`src/rtl/vx_mem_perf_tracker_pkg.sv`:
```
// Shared defaults and sizing helpers for the memory-side performance tracker.
package vx_mem_perf_tracker_pkg;

   localparam int unsigned PERF_CTR_BITS_DEF = 44;
   localparam int unsigned LSU_LANES_DEF     = 4;
   localparam int unsigned PEND_BITS_DEF     = 8;

   // Bits needed to hold a count of 0..n.
   function automatic int unsigned count_bits(input int unsigned n);
      return $clog2(n + 1);
   endfunction

   function automatic int unsigned max_u(input int unsigned a, input int unsigned b);
      return (a > b) ? a : b;
   endfunction

   typedef struct packed {
      logic ifetch;
      logic loads;
   } pend_clamp_t;

endpackage

```
`src/rtl/vx_perf_pending_ctr.sv`:
```
// Saturating up/down outstanding-request counter; clamp flags an update that hit 0 or max.
module vx_perf_pending_ctr
   import vx_mem_perf_tracker_pkg::*;
#(
   parameter int unsigned CNT_BITS = 8,
   parameter int unsigned INC_BITS = 1,
   parameter int unsigned DEC_BITS = 1
) (
   input  logic                clk,
   input  logic                reset_n,
   input  logic [INC_BITS-1:0] inc,
   input  logic [DEC_BITS-1:0] dec,
   output logic [CNT_BITS-1:0] count,
   output logic                clamp
);

   // Two guard bits so count + inc can never overflow the working width.
   localparam int unsigned W = max_u(CNT_BITS, max_u(INC_BITS, DEC_BITS)) + 2;
   localparam logic [W-1:0] MAX_VAL = {{(W-CNT_BITS){1'b0}}, {CNT_BITS{1'b1}}};

   logic [W-1:0]        up;
   logic [W-1:0]        diff;
   logic [CNT_BITS-1:0] count_nxt;

   // NOTE: every combinational output gets a default first so no path leaves it unassigned (no latch).
   always_comb begin
      up        = W'(count) + W'(inc);
      diff      = up - W'(dec);
      count_nxt = CNT_BITS'(diff);
      clamp     = 1'b0;
      if (up < W'(dec)) begin
         count_nxt = '0;
         clamp     = 1'b1;
      end else if (diff > MAX_VAL) begin
         count_nxt = MAX_VAL[CNT_BITS-1:0];
         clamp     = 1'b1;
      end
   end

   // NOTE: registered state uses non-blocking assignments so all flops update from pre-edge values.
   always_ff @(posedge clk or negedge reset_n) begin
      if (!reset_n) count <= '0;
      else          count <= count_nxt;
   end

endmodule

```
`src/rtl/vx_mem_perf_tracker.sv`:
```
// Counts I/D-cache requests and accumulates latency as the per-cycle sum of outstanding requests.
module vx_mem_perf_tracker
   import vx_mem_perf_tracker_pkg::*;
#(
   parameter int unsigned PERF_CTR_BITS = PERF_CTR_BITS_DEF,
   parameter int unsigned NUM_REQS      = LSU_LANES_DEF,
   parameter int unsigned PEND_BITS     = PEND_BITS_DEF
) (
   input  logic                     clk,
   input  logic                     reset_n,
   input  logic                     perf_enable,
   input  logic                     perf_clear,
   input  logic                     icache_req_fire,
   input  logic                     icache_rsp_fire,
   input  logic [NUM_REQS-1:0]      dcache_req_fire,
   input  logic [NUM_REQS-1:0]      dcache_req_rw,
   input  logic [NUM_REQS-1:0]      dcache_rsp_fire,
   output logic [PERF_CTR_BITS-1:0] ifetches,
   output logic [PERF_CTR_BITS-1:0] loads,
   output logic [PERF_CTR_BITS-1:0] stores,
   output logic [PERF_CTR_BITS-1:0] ifetch_latency,
   output logic [PERF_CTR_BITS-1:0] load_latency,
   output logic [PEND_BITS-1:0]     pending_ifetch,
   output logic [PEND_BITS-1:0]     pending_loads,
   output logic                     pend_err
);

   localparam int unsigned CW = count_bits(NUM_REQS);

   logic [CW-1:0] n_ld;
   logic [CW-1:0] n_st;
   logic [CW-1:0] n_lrsp;
   pend_clamp_t   clamp;

   always_comb begin
      n_ld   = '0;
      n_st   = '0;
      n_lrsp = '0;
      for (int i = 0; i < int'(NUM_REQS); i++) begin
         n_ld   = n_ld   + CW'(dcache_req_fire[i] & ~dcache_req_rw[i]);
         n_st   = n_st   + CW'(dcache_req_fire[i] &  dcache_req_rw[i]);
         n_lrsp = n_lrsp + CW'(dcache_rsp_fire[i]);
      end
   end

   vx_perf_pending_ctr #(
      .CNT_BITS (PEND_BITS),
      .INC_BITS (1),
      .DEC_BITS (1)
   ) u_pend_ifetch (
      .clk     (clk),
      .reset_n (reset_n),
      .inc     (icache_req_fire),
      .dec     (icache_rsp_fire),
      .count   (pending_ifetch),
      .clamp   (clamp.ifetch)
   );

   vx_perf_pending_ctr #(
      .CNT_BITS (PEND_BITS),
      .INC_BITS (CW),
      .DEC_BITS (CW)
   ) u_pend_loads (
      .clk     (clk),
      .reset_n (reset_n),
      .inc     (n_ld),
      .dec     (n_lrsp),
      .count   (pending_loads),
      .clamp   (clamp.loads)
   );

   // Latency adds the pre-update pending values, so a request answered L cycles later adds exactly L.
   always_ff @(posedge clk or negedge reset_n) begin
      if (!reset_n) begin
         ifetches       <= '0;
         loads          <= '0;
         stores         <= '0;
         ifetch_latency <= '0;
         load_latency   <= '0;
         pend_err       <= 1'b0;
      end else begin
         if (perf_clear) begin
            ifetches       <= '0;
            loads          <= '0;
            stores         <= '0;
            ifetch_latency <= '0;
            load_latency   <= '0;
         end else if (perf_enable) begin
            ifetches       <= ifetches + PERF_CTR_BITS'(icache_req_fire);
            loads          <= loads + PERF_CTR_BITS'(n_ld);
            stores         <= stores + PERF_CTR_BITS'(n_st);
            ifetch_latency <= ifetch_latency + PERF_CTR_BITS'(pending_ifetch);
            load_latency   <= load_latency + PERF_CTR_BITS'(pending_loads);
         end

         if (perf_clear)  pend_err <= 1'b0;
         else if (|clamp) pend_err <= 1'b1;
      end
   end

endmodule

```
`config.mk`:
```
export PLATFORM = sky130hd
export DESIGN_NAME = vx_mem_perf_tracker
export DESIGN_NICKNAME = d
export VERILOG_FILES = /design/src/rtl/vx_mem_perf_tracker_pkg.sv /design/src/rtl/vx_perf_pending_ctr.sv /design/src/rtl/vx_mem_perf_tracker.sv
export SDC_FILE = /design/constraint.sdc
export NUM_CORES = 1
export LEC_CHECK = 0
export CAP_MARGIN = 10
export CORE_MARGIN = 2
export CORE_UTILIZATION = 50
export DETAILED_ROUTE_END_ITERATION = 8
export GPL_TIMING_DRIVEN = 0
export PLACE_DENSITY = 0.78
export SKIP_CTS_REPAIR_TIMING = 1
export SLEW_MARGIN = 25
export SYNTH_ARGS = -nofsm -noshare
export SYNTH_HDL_FRONTEND = slang
export SYNTH_SLANG_ARGS = --single-unit
export TNS_END_PERCENT = 20
```
`constraint.sdc`:
```
create_clock -name clk -period 6.1 [get_ports clk]
set_input_delay 0.915 -clock clk [delete_from_list [all_inputs] [get_ports clk]]
set_output_delay 0.915 -clock clk [all_outputs]
set_load 0.02 [all_outputs]
```
==> results.py <==
metrics = {
    "setup_path": {
        "crit_slowest_cell": "a21oi_1",
        "rr_worst_depth": 11,
        "end_kind": "flip-flop",
        "worstPathArrival_ns": 5.02,
        "cp.required_ns": 6.47,
        "cp_top_family": "adder cells",
        "cp_num_cells": 14,
        "cp_cell_sequence": "clkdlybuf4s50_1, nand2b_1, fa_1, inv_1, ha_1, ha_1, inv_1, fa_1, inv_1, fa_1, a21oi_1, a41oi_1, a21oi_1, a31oi_1",
        "critPathMaxStageDelay_ns": 0.60,
        "cp.buffers_inverters": 4,
        "critPathKind": "in -> reg",
        "setup.worst_path.start_class": "input port",
        "crit_fanout": 9,
    },
    "floorplan": {
        "start_util_pct": 51.1,
        "fp.dieW_um": 165,
        "num_io_pins": 255,
        "coreArea_um2": 25300,
        "num_rows": 58,
        "die_area_um2": 27100,
        "die_h_um": 165,
    },
    "timing": {
        "fin_hold_ws_ns": 0.298,
        "setup_viol": 0,
        "drv_slew": 0,
        "slew_headroom_pct": 35.5,
        "period_needed_ns": 4.65,
        "hold_viol": 0,
        "max_clock_freq_ghz": 0.215,
        "fin_worst_skew_ns": 0.00763,
        "rsz0062_at_grt": "false",
        "fin_crit_sh_pct": 76.2,
        "worst_slew_pin_slew_ns": 0.960,
        "setup_tns_ns": 0,
    },
    "synthesis": {
        "synthTopCellsByArea": "dfrtp_1 (46%), xor2_1 (7.4%), nor2_1 (6.9%)",
        "synth_warnings": 0,
        "syn_area_per_cell_um2": 9.47,
        "syn_inst": 1363,
        "synth.net_count": 1427,
        "seq_area_frac_synth_pct": 45.9,
        "synthFlopType": "dfrtp_1",
        "ys_seq_elements": 237,
        "synth_edf_count": 0,
        "synth_area_um2": 12900,
        "synthDistinctLibCells": 55,
        "async_flop_share_pct": 100,
        "synth_top_area_cell": "dfrtp_1",
        "synth_top_area_share_pct": 45.9,
    },
    "clocking": {
        "cts.clk_slew.worst_paths_ns": 0.06,
        "clk_latency_ns": 0.52,
        "cts.sinks": 237,
        "cts_max_level": 1,
        "clockBufferDepth": 3,
        "root_buffer": "clkbuf_16",
        "cts_tree": "done",
        "cts_inserted_buffers": 27,
    },
    "place": {
        "gp_congestion": 0.884,
        "hpwlAfterDp_um": 24700,
        "io_buffers": 253,
        "placed_cells": 1949,
    },
    "detailed_routing": {
        "ant_nets": 0,
        "firstDrtPassIters": 5,
        "drt_iter0_drc": 811,
        "vias": 11000,
        "post-route-drc-count": 0,
        "wl_met2_um": 16000,
        "top_layer": "met4",
        "drt-total-wl_um": 34100,
        "wl_met1_um": 14800,
        "viasPerCell": 5.50,
        "wl_per_cell_um": 17.1,
        "dr_wl_met3_um": 2600,
    },
    "finish": {
        "final_cell_mix": "clkdlybuf4s50_1 (252), nor2_1 (239), dfrtp_1 (237)",
        "final_nets": 1712,
        "final_cells": 1996,
        "mostFrequentLayoutCell": "clkdlybuf4s50_1",
        "area_growth_pct": 30.6,
        "drive_gt1_share_pct": 3.66,
        "num_antenna_cells": 0,
    },
    "outcome": {
        "status": "complete, no violations",
    },
    "global_route": {
        "grt_usage_pct": 24.7,
        "grt_first_pass_wirelength_um": 54300,
        "gr-total-overflow": 0,
        "grt_antenna_before_repair": 0,
        "grt_pass1_vias": 10700,
        "grt_start_max_net_pins": 68,
    },
    "power": {
        "power.density_nw_per_um2": 303,
        "leakagePower_uw": 0.00693,
        "vdd_drop_max_v": 0.000235,
    },
    "run": {
        "cap_violations": 0,
    },
    "min_path": {
        "min_path_type": "in -> async",
    },
}
[stage by stage]
stage | total power (uW) | cell area, um^2 | setup WS [ns] | util [%]
2_1_floorplan | 2910 | 12900 | 1.82 | -
6_report | 5110 | 16900 | 1.45 | 66.8
4_1_cts | 5130 | 16900 | 1.38 | 66.8
5_1_grt | 5380 | 16900 | 1.16 | 66.8
3_3_place_gp | 3390 | 15900 | -6.12 | 62.8
3_5_place_dp | 3430 | 15900 | 0.837 | 63.1
[report_power, final]
group	internal [uW]	switching [uW]
Combinational	695	894
Clock	1050	643
Sequential	1680	145
[per-layer routing]
layer | vias to the layer above | GRT usage [%]
met5 | - | 0
met4 | 0 | 5.81
met3 | 60 | 6.18
met2 | 344 | 40.9
met1 | 5328 | 32.7
li1 | 5251 | -
[cell usage after synthesis (11+ instances only)]
master	number
a211oi_1	11
a21o_1	12
a21oi_1	61
and2_1	11
and3_1	23
and4_1	27
clkbuf_1	41
dfrtp_1	237
ha_1	36
inv_1	48
mux2i_1	17
nand2_1	78
nand3_1	78
nand4_1	46
nor2_1	239
nor3_1	25
nor4_1	20
o21ai_0	27
or3_1	19
xnor2_1	101
xor2_1	109
[cell type report]
class	count	area [um^2]
Buffer	49	194
Clock buffer	37	733
Clock inverter	10	179
Fill cell	2001	8390
Inverter	48	180
Multi-Input combinational cell	1029	6610
Sequential cell	237	5930
Tap cell	330	413
Timing Repair Buffer	256	2620
[sequential cells by signal, summed over array words and instances (netlist names)]
register and cells:
pend_err 1, u_pend_loads.count 8, stores 44, load_latency 44, u_pend_ifetch.count 8, loads 44, ifetches 44, ifetch_latency 44
[cell families after synthesis]
| family | share of synthesized area (%) |
|---|---|
| compound gates | 7.56 |
| xor+xnor | 14.2 |
| buf+inv | 2.90 |
| flops | 45.9 |
| simple gates | 22.9 |
| fa+ha+maj | 5.04 |
| mux | 1.43 |
[path summary, 6_finish.rpt]
check	start	end	slack [ns]
max in group asynchronous	reset_n	stores[21]$_DFFE_PN0P_	4.81
setup reg to reg	stores[0]$_DFFE_PN0P_	stores[41]$_DFFE_PN0P_	2.73
hold / removal	reset_n	ifetches[30]$_DFFE_PN0P_	0.30
min in group clk	ifetches[43]$_DFFE_PN0P_	ifetches[43]$_DFFE_PN0P_	0.54
hold reg to reg	ifetches[43]$_DFFE_PN0P_	ifetches[43]$_DFFE_PN0P_	0.54
setup / recovery	dcache_req_rw[3]	pend_err$_DFFE_PN0P_	1.45
(Power assumes the default switching activity.)
